==> src/rtl/tdc_coarse_ctrl_if.sv <==
// ---------------------------------------------------------------------------
// tdc_coarse_ctrl_if
// Result delivery bus of the TDC coarse-phase controller: one decoded
// measurement per transfer over a valid/ready handshake.
//   Out_Valid  result valid (held until accepted)
//   Out_Ready  consumer accepts the current result
//   Out_Type   00 hit, 01 calibration, 10 timeout (no stop seen)
//   Out_TOA    decoded TOA coarse code
//   Out_TOT    decoded TOT coarse code (0 for timeout)
//   Out_Width  (Out_TOT - Out_TOA) mod 16 (0 for timeout)
//   Out_Err    A/B counter inconsistency in either decode
// master = controller side, slave = consumer side.
// ---------------------------------------------------------------------------
interface tdc_coarse_ctrl_if;
    logic       Out_Valid;
    logic       Out_Ready;
    logic [1:0] Out_Type;
    logic [3:0] Out_TOA;
    logic [3:0] Out_TOT;
    logic [3:0] Out_Width;
    logic       Out_Err;

    modport master (
        output Out_Valid, Out_Type, Out_TOA, Out_TOT, Out_Width, Out_Err,
        input  Out_Ready
    );

    modport slave (
        input  Out_Valid, Out_Type, Out_TOA, Out_TOT, Out_Width, Out_Err,
        output Out_Ready
    );
endinterface

==> src/rtl/tdc_coarse_ctrl.sv <==
// ---------------------------------------------------------------------------
// tdc_coarse_ctrl
// Sequencer/arbiter for one TDC channel's coarse-phase ripple counters
// (A counts on rising, B on falling Clk_In). Per window it releases the
// counter reset, strobes TOA/TOT snapshots, arbitrates hit vs calibration,
// then decodes the latched A/B pairs into 4-bit coarse codes.
// Ports:
//   Clk_In, RST              clock, synchronous active-high reset
//   Enable                   allows new windows
//   Hit_Start, Hit_Stop      1-cycle TOA / TOT pulses
//   Cal_Req / Cal_Ack        calibration request level / accept pulse
//   Cnt_RSTN                 active-low reset to the ripple counters
//   TOA_Latch, TOT_Latch     1-cycle snapshot strobes
//   TOA_CntA/B, TOT_CntA/B   latched counter snapshots
//   Drop_Cnt                 saturating count of ignored Hit_Start pulses
//   out_bus                  result valid/ready bus (tdc_coarse_ctrl_if)
// ---------------------------------------------------------------------------
module tdc_coarse_ctrl #(
    parameter int WIN_LEN    = 16,
    parameter int CAL_DLY    = 3,
    parameter int CAL_LEN    = 4,
    parameter int CAL_STARVE = 4
) (
    input  logic                     Clk_In,
    input  logic                     RST,
    input  logic                     Enable,
    input  logic                     Hit_Start,
    input  logic                     Hit_Stop,
    input  logic                     Cal_Req,
    output logic                     Cal_Ack,
    output logic                     Cnt_RSTN,
    output logic                     TOA_Latch,
    output logic                     TOT_Latch,
    input  logic [2:0]               TOA_CntA,
    input  logic [2:0]               TOA_CntB,
    input  logic [2:0]               TOT_CntA,
    input  logic [2:0]               TOT_CntB,
    output logic [7:0]               Drop_Cnt,
    tdc_coarse_ctrl_if.master        out_bus
);

    localparam int TMR_MAX = (WIN_LEN > (CAL_DLY + CAL_LEN)) ? WIN_LEN : (CAL_DLY + CAL_LEN);
    localparam int TMR_W   = $clog2(TMR_MAX + 1);
    localparam int STV_W   = $clog2(CAL_STARVE + 1);

    localparam logic [TMR_W-1:0] WIN_LAST    = TMR_W'(WIN_LEN - 1);
    localparam logic [TMR_W-1:0] CAL_TOA_AT  = TMR_W'(CAL_DLY - 1);
    localparam logic [TMR_W-1:0] CAL_TOT_AT  = TMR_W'(CAL_DLY + CAL_LEN - 1);
    localparam logic [TMR_W-1:0] SETTLE_LAST = TMR_W'(2);
    localparam logic [STV_W-1:0] STARVE_MAX  = STV_W'(CAL_STARVE);

    localparam logic [1:0] KIND_HIT = 2'b00;
    localparam logic [1:0] KIND_CAL = 2'b01;
    localparam logic [1:0] KIND_TMO = 2'b10;

    typedef enum logic [2:0] {
        S_IDLE     = 3'd0,
        S_ARM      = 3'd1,
        S_WAIT_TOT = 3'd2,
        S_CAL_ARM  = 3'd3,
        S_SETTLE   = 3'd4,
        S_ENCODE   = 3'd5,
        S_OUT      = 3'd6
    } state_t;

    // Coarse decode: B lags A by half a cycle, so B==A-1 means the falling
    // edge has not yet been counted and the code sits one below {A,0}.
    // Returns {err, code}.
    function automatic logic [4:0] decode_ab(input logic [2:0] a, input logic [2:0] b);
        logic [3:0] base;
        base = {a, 1'b0};
        if (b == a) begin
            decode_ab = {1'b0, base};
        end else if (b == (a - 3'd1)) begin
            decode_ab = {1'b0, base - 4'd1};
        end else begin
            decode_ab = {1'b1, base};
        end
    endfunction

    state_t             state_r, state_nxt_s;
    logic [TMR_W-1:0]   tmr_r;
    logic [STV_W-1:0]   starve_r;
    logic [1:0]         kind_r, kind_nxt_s;
    logic               tmr_clr_s, toa_set_s, tot_set_s;
    logic               starve_inc_s, starve_clr_s, kind_set_s;
    logic               encode_s, accept_s, starve_full_s;
    logic [4:0]         toa_dec_s, tot_dec_s;

    logic               cnt_rstn_r, toa_latch_r, tot_latch_r;
    logic [7:0]         drop_r;
    logic               out_valid_r, out_err_r;
    logic [1:0]         out_type_r;
    logic [3:0]         out_toa_r, out_tot_r, out_width_r;

    assign starve_full_s = (starve_r == STARVE_MAX);
    assign toa_dec_s     = decode_ab(TOA_CntA, TOA_CntB);
    assign tot_dec_s     = decode_ab(TOT_CntA, TOT_CntB);

    // FSM state register
    always_ff @(posedge Clk_In) begin
        if (RST) begin
            state_r <= S_IDLE;
        end else begin
            state_r <= state_nxt_s;
        end
    end

    // FSM next-state and per-cycle control decode
    always_comb begin
        state_nxt_s  = state_r;
        kind_nxt_s   = KIND_HIT;
        kind_set_s   = 1'b0;
        tmr_clr_s    = 1'b0;
        toa_set_s    = 1'b0;
        tot_set_s    = 1'b0;
        starve_inc_s = 1'b0;
        starve_clr_s = 1'b0;
        encode_s     = 1'b0;
        accept_s     = 1'b0;
        case (state_r)
            S_IDLE: begin
                if (Enable) begin
                    tmr_clr_s  = 1'b1;
                    kind_set_s = 1'b1;
                    // Calibration wins when nothing competes or hits have starved it.
                    if (Cal_Req && (starve_full_s || !Hit_Start)) begin
                        state_nxt_s = S_CAL_ARM;
                        kind_nxt_s  = KIND_CAL;
                    end else begin
                        state_nxt_s = S_ARM;
                        kind_nxt_s  = KIND_HIT;
                    end
                end else begin
                    state_nxt_s = S_IDLE;
                end
            end
            S_ARM: begin
                if (Hit_Start) begin
                    toa_set_s   = 1'b1;
                    tmr_clr_s   = 1'b1;
                    state_nxt_s = S_WAIT_TOT;
                    if (Cal_Req && !starve_full_s) begin
                        starve_inc_s = 1'b1;
                    end else begin
                        starve_inc_s = 1'b0;
                    end
                end else if ((tmr_r == WIN_LAST) || !Enable) begin
                    state_nxt_s = S_IDLE;
                end else begin
                    state_nxt_s = S_ARM;
                end
            end
            S_WAIT_TOT: begin
                if (Hit_Stop) begin
                    tot_set_s   = 1'b1;
                    tmr_clr_s   = 1'b1;
                    state_nxt_s = S_SETTLE;
                end else if (tmr_r == WIN_LAST) begin
                    kind_set_s  = 1'b1;
                    kind_nxt_s  = KIND_TMO;
                    state_nxt_s = S_ENCODE;
                end else begin
                    state_nxt_s = S_WAIT_TOT;
                end
            end
            S_CAL_ARM: begin
                starve_clr_s = 1'b1;
                if (tmr_r == CAL_TOA_AT) begin
                    toa_set_s = 1'b1;
                end else begin
                    toa_set_s = 1'b0;
                end
                if (tmr_r == CAL_TOT_AT) begin
                    tot_set_s   = 1'b1;
                    tmr_clr_s   = 1'b1;
                    state_nxt_s = S_SETTLE;
                end else begin
                    state_nxt_s = S_CAL_ARM;
                end
            end
            S_SETTLE: begin
                // Latch cycle plus two more so the snapshot has settled.
                if (tmr_r == SETTLE_LAST) begin
                    state_nxt_s = S_ENCODE;
                end else begin
                    state_nxt_s = S_SETTLE;
                end
            end
            S_ENCODE: begin
                encode_s    = 1'b1;
                state_nxt_s = S_OUT;
            end
            S_OUT: begin
                if (out_bus.Out_Ready) begin
                    accept_s    = 1'b1;
                    state_nxt_s = S_IDLE;
                end else begin
                    state_nxt_s = S_OUT;
                end
            end
            default: begin
                state_nxt_s = S_IDLE;
            end
        endcase
    end

    // Window/settle timer, cleared on every timed-state entry
    always_ff @(posedge Clk_In) begin
        if (RST || tmr_clr_s) begin
            tmr_r <= {TMR_W{1'b0}};
        end else begin
            tmr_r <= tmr_r + 1'b1;
        end
    end

    // Starvation counter, measurement kind and strobes
    always_ff @(posedge Clk_In) begin
        if (RST) begin
            starve_r    <= {STV_W{1'b0}};
            kind_r      <= KIND_HIT;
            cnt_rstn_r  <= 1'b0;
            toa_latch_r <= 1'b0;
            tot_latch_r <= 1'b0;
        end else begin
            if (starve_clr_s) begin
                starve_r <= {STV_W{1'b0}};
            end else if (starve_inc_s) begin
                starve_r <= starve_r + 1'b1;
            end
            if (kind_set_s) begin
                kind_r <= kind_nxt_s;
            end
            // Counters run in every state except IDLE and OUT.
            cnt_rstn_r  <= (state_nxt_s != S_IDLE) && (state_nxt_s != S_OUT);
            toa_latch_r <= toa_set_s;
            tot_latch_r <= tot_set_s;
        end
    end

    // Dropped Hit_Start counter: any pulse outside ARM, saturating
    always_ff @(posedge Clk_In) begin
        if (RST) begin
            drop_r <= 8'd0;
        end else if (Hit_Start && (state_r != S_ARM) && (drop_r != 8'd255)) begin
            drop_r <= drop_r + 8'd1;
        end
    end

    // Result registers, loaded in ENCODE and held until accepted
    always_ff @(posedge Clk_In) begin
        if (RST) begin
            out_valid_r <= 1'b0;
            out_type_r  <= 2'b00;
            out_toa_r   <= 4'd0;
            out_tot_r   <= 4'd0;
            out_width_r <= 4'd0;
            out_err_r   <= 1'b0;
        end else if (encode_s) begin
            out_valid_r <= 1'b1;
            out_type_r  <= kind_r;
            out_toa_r   <= toa_dec_s[3:0];
            if (kind_r == KIND_TMO) begin
                out_tot_r   <= 4'd0;
                out_width_r <= 4'd0;
                out_err_r   <= toa_dec_s[4];
            end else begin
                out_tot_r   <= tot_dec_s[3:0];
                out_width_r <= tot_dec_s[3:0] - toa_dec_s[3:0];
                out_err_r   <= toa_dec_s[4] | tot_dec_s[4];
            end
        end else if (accept_s) begin
            out_valid_r <= 1'b0;
        end
    end

    // Cal_Ack marks the accepting cycle itself, so it follows Out_Ready directly.
    assign Cal_Ack           = accept_s && (out_type_r == KIND_CAL);
    assign Cnt_RSTN          = cnt_rstn_r;
    assign TOA_Latch         = toa_latch_r;
    assign TOT_Latch         = tot_latch_r;
    assign Drop_Cnt          = drop_r;
    assign out_bus.Out_Valid = out_valid_r;
    assign out_bus.Out_Type  = out_type_r;
    assign out_bus.Out_TOA   = out_toa_r;
    assign out_bus.Out_TOT   = out_tot_r;
    assign out_bus.Out_Width = out_width_r;
    assign out_bus.Out_Err   = out_err_r;

endmodule

==> src/flat_wrapper.sv <==
// flat-port wrapper written by rule: the top's interface ports become plain ports
module tdc_coarse_ctrl_flat 
#(
    parameter int WIN_LEN    = 16,
    parameter int CAL_DLY    = 3,
    parameter int CAL_LEN    = 4,
    parameter int CAL_STARVE = 4
)
  (Clk_In, RST, Enable, Hit_Start, Hit_Stop, Cal_Req, Cal_Ack, Cnt_RSTN, TOA_Latch, TOT_Latch, TOA_CntA, TOA_CntB, TOT_CntA, TOT_CntB, Drop_Cnt, out_bus_Out_Valid, out_bus_Out_Type, out_bus_Out_TOA, out_bus_Out_TOT, out_bus_Out_Width, out_bus_Out_Err, out_bus_Out_Ready);
  tdc_coarse_ctrl_if out_bus_i ();
  input  logic Clk_In;
  input  logic RST;
  input  logic Enable;
  input  logic Hit_Start;
  input  logic Hit_Stop;
  input  logic Cal_Req;
  output logic Cal_Ack;
  output logic Cnt_RSTN;
  output logic TOA_Latch;
  output logic TOT_Latch;
  input  logic [2:0] TOA_CntA;
  input  logic [2:0] TOA_CntB;
  input  logic [2:0] TOT_CntA;
  input  logic [2:0] TOT_CntB;
  output logic [7:0] Drop_Cnt;
  output wire logic [$bits(out_bus_i.Out_Valid)-1:0] out_bus_Out_Valid;
  output wire logic [$bits(out_bus_i.Out_Type)-1:0] out_bus_Out_Type;
  output wire logic [$bits(out_bus_i.Out_TOA)-1:0] out_bus_Out_TOA;
  output wire logic [$bits(out_bus_i.Out_TOT)-1:0] out_bus_Out_TOT;
  output wire logic [$bits(out_bus_i.Out_Width)-1:0] out_bus_Out_Width;
  output wire logic [$bits(out_bus_i.Out_Err)-1:0] out_bus_Out_Err;
  input wire logic [$bits(out_bus_i.Out_Ready)-1:0] out_bus_Out_Ready;
  assign out_bus_Out_Valid = out_bus_i.Out_Valid;
  assign out_bus_Out_Type = out_bus_i.Out_Type;
  assign out_bus_Out_TOA = out_bus_i.Out_TOA;
  assign out_bus_Out_TOT = out_bus_i.Out_TOT;
  assign out_bus_Out_Width = out_bus_i.Out_Width;
  assign out_bus_Out_Err = out_bus_i.Out_Err;
  assign out_bus_i.Out_Ready = out_bus_Out_Ready;
  tdc_coarse_ctrl #(.WIN_LEN(WIN_LEN), .CAL_DLY(CAL_DLY), .CAL_LEN(CAL_LEN), .CAL_STARVE(CAL_STARVE)) u_core (.Clk_In(Clk_In), .RST(RST), .Enable(Enable), .Hit_Start(Hit_Start), .Hit_Stop(Hit_Stop), .Cal_Req(Cal_Req), .Cal_Ack(Cal_Ack), .Cnt_RSTN(Cnt_RSTN), .TOA_Latch(TOA_Latch), .TOT_Latch(TOT_Latch), .TOA_CntA(TOA_CntA), .TOA_CntB(TOA_CntB), .TOT_CntA(TOT_CntA), .TOT_CntB(TOT_CntB), .Drop_Cnt(Drop_Cnt), .out_bus(out_bus_i));
endmodule
==> config.mk <==
export PLATFORM = sky130hd
export DESIGN_NAME = tdc_coarse_ctrl_flat
export DESIGN_NICKNAME = d
export VERILOG_FILES = /design/src/rtl/tdc_coarse_ctrl_if.sv /design/src/rtl/tdc_coarse_ctrl.sv /design/src/flat_wrapper.sv
export SDC_FILE = /design/constraint.sdc
export NUM_CORES = 1
export LEC_CHECK = 0
export ABC_AREA = 1
export BUFFER_PORTS_ARGS = -buffer_cell sky130_fd_sc_hd__buf_2
export CORE_ASPECT_RATIO = 0.6
export CORE_UTILIZATION = 41
export DETAILED_ROUTE_END_ITERATION = 10
export PLACE_DENSITY_LB_ADDON = 0.15
export SLEW_MARGIN = 20
export SYNTH_ARGS = -nofsm -noshare
export SYNTH_HDL_FRONTEND = slang
export SYNTH_SLANG_ARGS = --single-unit
export TNS_END_PERCENT = 100
==> constraint.sdc <==
create_clock -name Clk_In -period 2.29 [get_ports Clk_In]
set_clock_uncertainty 0.05 [all_clocks]
set_input_delay 0.229 -clock Clk_In [delete_from_list [all_inputs] [get_ports Clk_In]]
set_output_delay 0.229 -clock Clk_In [all_outputs]
set_load 0.05 [all_outputs]
# Yosys cells after proc, flatten, opt, wreduce, memory -nomap -nowiden
# Cells that the tools add are included.
word_totals:
  reg_bits: 40
  input_bits: 19
  output_inout_bits: 28
classes:
  add_sub_neg: 8
  n_eq_ne: 19
  mux: 42
  bitwise_logic: 1
  reduce_logical: 16
ops:
  columns: ["op", "count"]
  rows:
  - ["3-bit case mux with 7 select lines", 1]
  - ["1-bit two-way mux", 20]
  - ["5-bit two-way mux", 4]
  - ["3-bit two-way mux", 5]
  - ["3-bit == test", 4]
  - ["3-bit == test, second input constant", 4]
  - ["2-bit two-way mux", 5]
  - ["8-bit by 1-bit adder with 8-bit output, second input constant", 1]
  - ["4-bit two-way mux", 2]
  - ["8-bit != test, second input constant", 1]
  - ["4-bit by 1-bit subtractor with 4-bit output, second input constant", 2]
  - ["3-bit by 2-bit == test with 1-bit output, second input constant", 2]
  - ["1-bit logical AND", 6]
  - ["1-bit case mux with 2 select lines", 3]
  - ["3-bit by 1-bit subtractor with 3-bit output, second input constant", 2]
  - ["5-bit by 1-bit adder with 5-bit output, second input constant", 1]
  - ["5-bit by 2-bit == test with 1-bit output, second input constant", 1]
  - ["5-bit by 3-bit == test with 1-bit output, second input constant", 1]
  - ["5-bit by 4-bit == test with 1-bit output, second input constant", 1]
  - ["1-bit case mux with 4 select lines", 1]
  - ["2-bit case mux with 2 select lines", 1]
  - ["4-bit subtractor", 1]
  - ["3-bit by 1-bit adder with 3-bit output, second input constant", 1]
  - ["3-bit by 1-bit == test with 1-bit output, second input constant", 1]
  - ["other kinds (11)", 15]

# Logic depth before layout (Yosys ltp)
logic_depth:
  depth_word: 8
  ltp_mapped: 19
  ltp_nobuf: 19

# Worst setup path before layout
# OpenSTA, ideal clock, no wires.
synth_timing:
  path_type: "input port to flip-flop"
  startpoint: "in TOA_CntA[0]"
  endpoint: "reg u_core.out_width_r[3] (netlist: u_core.out_bus.Out_Width[3])"
  t_arrival_ns: 2.157
  t_required_ns: 2.109
  slack_ns: -0.048
  stages: 19
  path_buffers: 0
  cell_sequence: "inv_1 -> ha_1 -> nand2_1 -> inv_1 -> nor3_2 -> nand2_2 -> xor2_1 -> inv_1 -> ha_1 -> inv_1 -> o21bai_1 -> a21oi_1 -> inv_1 -> nand2_1 -> nand2_1 -> nand2_1 -> nand2_1 -> nand2_1 -> a21oi_2"
synth_between:
  elab_chain_cells: 6
  elab_cells_between_ends: 8
  cone_classes: "add/sub: 3; eq/ne: 2; mux: 3"
synth_rtl:
  columns: ["item", "line", "rtl"]
  rows:
  - ["from (decl)", "flat_wrapper.sv:21", "input logic [2:0] TOA_CntA;"]
  - ["3-bit by 1-bit subtractor with 3-bit output", "tdc_coarse_ctrl.sv:74", "end else if (b == (a - 3'd1)) begin"]
  - ["3-bit == test", "tdc_coarse_ctrl.sv:74", null]
  - ["5-bit two-way mux", "tdc_coarse_ctrl.sv:74", null]
  - ["5-bit two-way mux *", "tdc_coarse_ctrl.sv:72", "if (b == a) begin"]
  - ["4-bit subtractor *", "tdc_coarse_ctrl.sv:269", "out_width_r <= tot_dec_s[3:0] - toa_dec_s[3:0];"]
  - ["4-bit two-way mux *", "tdc_coarse_ctrl.sv:263", "if (kind_r == KIND_TMO) begin"]
  - ["to (signal assigned)", "tdc_coarse_ctrl.sv:269", null]
  - ["to (decl)", "tdc_coarse_ctrl.sv:94", "logic [3:0] out_toa_r, out_tot_r, out_width_r;"]
# Mark *: on every way between the ends. The rest lies on a longest branch, timed or not.
# A chain may end at the register's enable or synchronous reset.

# Final worst setup path
layout_timing:
  startpoint: "in TOT_CntA[0]"
  endpoint: "reg u_core.out_width_r[3] (netlist: u_core.out_bus.Out_Width[3])"
layout_between:
  elab_chain_cells: 6
  elab_cells_between_ends: 8
  cone_classes: "add/sub: 3; eq/ne: 2; mux: 3"
layout_rtl:
  columns: ["item", "line", "rtl"]
  rows:
  - ["from (decl)", "flat_wrapper.sv:23", "input logic [2:0] TOT_CntA;"]
  - ["3-bit by 1-bit subtractor with 3-bit output", "tdc_coarse_ctrl.sv:74", null]
  - ["3-bit == test", "tdc_coarse_ctrl.sv:74", null]
  - ["5-bit two-way mux", "tdc_coarse_ctrl.sv:74", null]
  - ["5-bit two-way mux *", "tdc_coarse_ctrl.sv:72", null]
  - ["4-bit subtractor *", "tdc_coarse_ctrl.sv:269", null]
  - ["4-bit two-way mux *", "tdc_coarse_ctrl.sv:263", null]
# Marked as above.

==> metrics.md <==
| Metric | Value |
|---|---|
| Hold Path Class | input port to flop |
| Adder-cell share of the synthesized area | 0.06919 |
| Period utilization | 0.9351 |
| I/O Buffers | 46 |
| Largest net degree at the start of global routing | 24 |
| Vias in the first global route | 1747 |
| Synth top area share | 0.3515 |
| Cell Rows | 20 |
| DP HPWL | 4.092 mm |
| Synth Area in Compound Gates | 0.1400 |
| Final setup violation count | 0 |
| H-tree levels | 2 |
| Reg-to-reg slack, setup | 0.47 ns |
| Cell area after synthesis | about 2300 µm² |
| Slew Viols, Final | 0 |
| Clock Tree Buf Depth | 2 |
| Drt wl/cell | 11.72 µm |
| CTS tree | yes |
| Count leader, synth | nand2_1 |
| Cell internal pwr | about 1.3 mW |
| Data required, critical path | 2.42 ns |
| Tot GR Track Use | 0.1852 |
| Final Hold Viols | 0 |
| Sw Share | 0.2916 |
| P_sw | 0.5188 mW |
| Top cell type by total area after synthesis | dfxtp_1 |
| Critical Path Sink | u_core.out_bus.Out_Width[3] |
| Yosys cell types | 42 |
| Ys async rst share | 0 |
| DRC violations left | 0 |
| Clock transition at path regs | 0.08 ns |
| CP startpoint | TOT_CntA[0] |
| Core ar. | 5205 µm² |
| Endpoint type of the worst setup path | flop |
| Mux share of post-synthesis cell area | 0 |
| # fillers | 505 |
| Via Count | 2064 |
| N_diodes | 0 |
| Clock Power Share | 0.354 |
| Post-Syn Instances | 312 |
| # hold bufs at CTS | 0 |
| Critical setup path kind | input port to flop |
| Worst slew pin tran | 0.4617 ns |
| Drt first pass iters | 7 |
| Total CTS buffers | 5 |
| Die width | 98.24 µm |
| Fraction of layout instances using a drive strength above 1 | 0.2827 |
| Die area | 5869 µm² |
| Worst reg-to-reg path cell count | 10 |
| Main synth FF type | dfxtp_1 |
| Initial DRC count | 84 |
| CP Launch Type | input port |
| IO Pins | 47 |
| CP Data Arrival Time | 2.27 ns |
| Count of flip-flops with a built-in enable after synthesis | 0 |
| DR vias/cell | about 4.7 |
| Yosys warning total | 0 |
| Worst R2R End | u_core.Cnt_RSTN |
| Synthesized flop and latch total | 40 |
| Largest cells by area after synthesis | dfxtp_1 35%, nand2_1 9.7%, inv_1 7.4% |
| Clk Latency, worst-skew pair | 0.29 ns |
| Final core occ | 0.5466 |
| Max_cap viols | 0 |
| Reg power frac | 0.419 |
| Layout area overhead | 24.88% |
| Unrepaired setup endpoints after global routing | true |
| Largest family of logic cells by synthesized area | simple AND/OR/NAND/NOR gates |
| Leak Pwr | 1.368 nW |
| Antenna Nets Post-Route | 0 |
| Min Tclk post-route | 2.141 ns |
| Die H | 59.75 µm |
| Grt ovf | 0 |
| Logic pwr share | 0.227 |
| Max Fclk | 0.4670 GHz |
| Outcome | finished clean |
| Power per cell area | 625.4 nW/µm² |
| Initial Util | 0.4377 |
| CP Max Fanout | 5 |
| Fin nets | 405 |
| Most instantiated cells after synthesis | 59 x nand2_1, 45 x inv_1, 40 x dfxtp_1 |
| DRT Wirelength | 5.168 mm |
| Maximum VDD drop | 343.3 µV |
| Simple-Gate Fraction of Synth Area | 0.2960 |
| Sink Count | 40 |
| First-pass GRT wire length | 8.452 mm |
| Worst r2r src | u_core.tmr_r[0] |
| Seq/Total Area, Yosys | 0.3515 |
| Post-synth net total | 343 |
| Worst slew margin | 0.6912 |
| Hold Crit Start | Cal_Req |
| Synthesized-area fraction occupied by xor and xnor cells | 0.04228 |
| Routability Congestion | roughly 0.89 |
| TNS Setup | 0 ns |
| Synth Area per Inst | 7.303 µm² |
| Root Buffer | clkbuf_8 |
| Initial antenna violation count | 0 |
## power groups by stage
stage                     combinational, mW  sequential (mW)  clock [mW]
after floorplan                       0.223            0.806           0
after global placement                0.383            0.762           0
after detailed placement              0.386            0.763           0
after CTS                             0.389            0.746       0.642
after global routing                  0.452            0.750       0.672
final                                 0.403            0.746       0.630
## cell type report
class / count / area (µm²) / share of cell area
inverter: 53 / 203.9 / 0.07168
sequential: 40 / 800.8 / 0.2814
clock buffer: 7 / 96.34 / 0.03386
clock inverter: 1 / 30.03 / 0.01055
tap: 66 / 82.58 / 0.02902
timing repair buffer: 60 / 345.3 / 0.1214
multi-input combinational: 214 / 1286 / 0.4521
## kinds of logic (layout without fill, tap and decap cells)
logic type | Yosys count | after routing
flops | 40 | 40
simple gates | 137 | 137
buf+inv | 58 | 121
xor+xnor | 11 | 11
fa+ha+maj | 12 | 12
compound gates | 54 | 54
## worst min path at each step
stage | endpoint | cells after the start
finish | u_core.kind_r[0] | 3
global route | u_core.kind_r[0] | 3
CTS | u_core.kind_r[0] | 3
detailed placement | u_core.out_bus.Out_Valid | 2
global placement | u_core.out_bus.Out_TOT[0] | 2
floorplan | u_core.state_r[2] | 1
## cell usage in the layout, fill, tap and decap left out, types with 2 or more instances in the layout
cell type / count
nand2_2: 8
inv_1: 43
o21bai_1: 2
a21oi_2: 2
nand3_1: 15
clkbuf_8: 7
o21ai_1: 6
buf_4: 14
nor3_4: 2
o21ai_0: 12
nand2_1: 56
nand3_2: 3
buf_2: 45
xor2_1: 4
nor2_2: 3
inv_2: 7
nor3_2: 2
xnor2_1: 6
ha_1: 10
dfxtp_1: 40
a21oi_1: 25
nor3_1: 3
nor2_1: 34
nand4_1: 3
nand3b_1: 2
## layer usage
metal | wire, µm | share of wire | up-vias | GRT usage
met5 | 0 | 0 | - | 0
met1 | 3075 | 0.60 | 890 | 0.3038
li1 | - | - | 1119 | -
met3 | 303 | 0.059 | 2 | 0.05146
met4 | 13 | 0.0025 | 0 | 0.03198
met2 | 1776 | 0.34 | 53 | 0.2274
## what timing repair did
item / in CTS / in global routing
hold endpoints to repair: 0 / 0
setup buffers: 0 / 1
endpoints found under the setup margin: 0 / 1
resized for setup: 0 / 10
## registers in the layout, indices dropped and copies added, names as in the netlist
name                      cells
u_core.Drop_Cnt               8
u_core.tmr_r                  5
u_core.out_bus.Out_TOA        4
u_core.out_bus.Out_TOT        4
u_core.out_bus.Out_Width      4
u_core.starve_r               3
u_core.state_r                3
u_core.kind_r                 2
u_core.out_bus.Out_Type       2
u_core.Cnt_RSTN               1
u_core.TOA_Latch              1
u_core.TOT_Latch              1
u_core.out_bus.Out_Err        1
u_core.out_bus.Out_Valid      1
## critical path, stage by stage
cell,delay [ns]
buf_2,0.10
inv_2,0.04
ha_1,0.30
inv_1,0.04
nand2_1,0.05
nand2_1,0.05
nor2_2,0.15
nand2_4,0.07
buf_4,0.15
o21ai_1,0.19
ha_1,0.29
a21oi_2,0.20
inv_1,0.07
nand2_2,0.07
nand2_1,0.05
nand2_1,0.05
nand2_1,0.04
nand2_1,0.07
a21oi_2,0.05
## through the flow
stage                     instance area [µm²]  hold slack, ns  power (mW)  instances  setup slack, ns
after floorplan                          2302          0.2428       1.030        312         0.007943
after global placement                   2683          0.3996       1.145        432          -0.1777
after detailed placement                 2683          0.4040       1.149        432          -0.2241
after CTS                                2809          0.2114       1.777        440          0.07324
after global routing                     2845          0.2381       1.874        441         -0.03997
final                                    2845          0.2140       1.779        441           0.1485
Power figures use the tool's default switching activity.
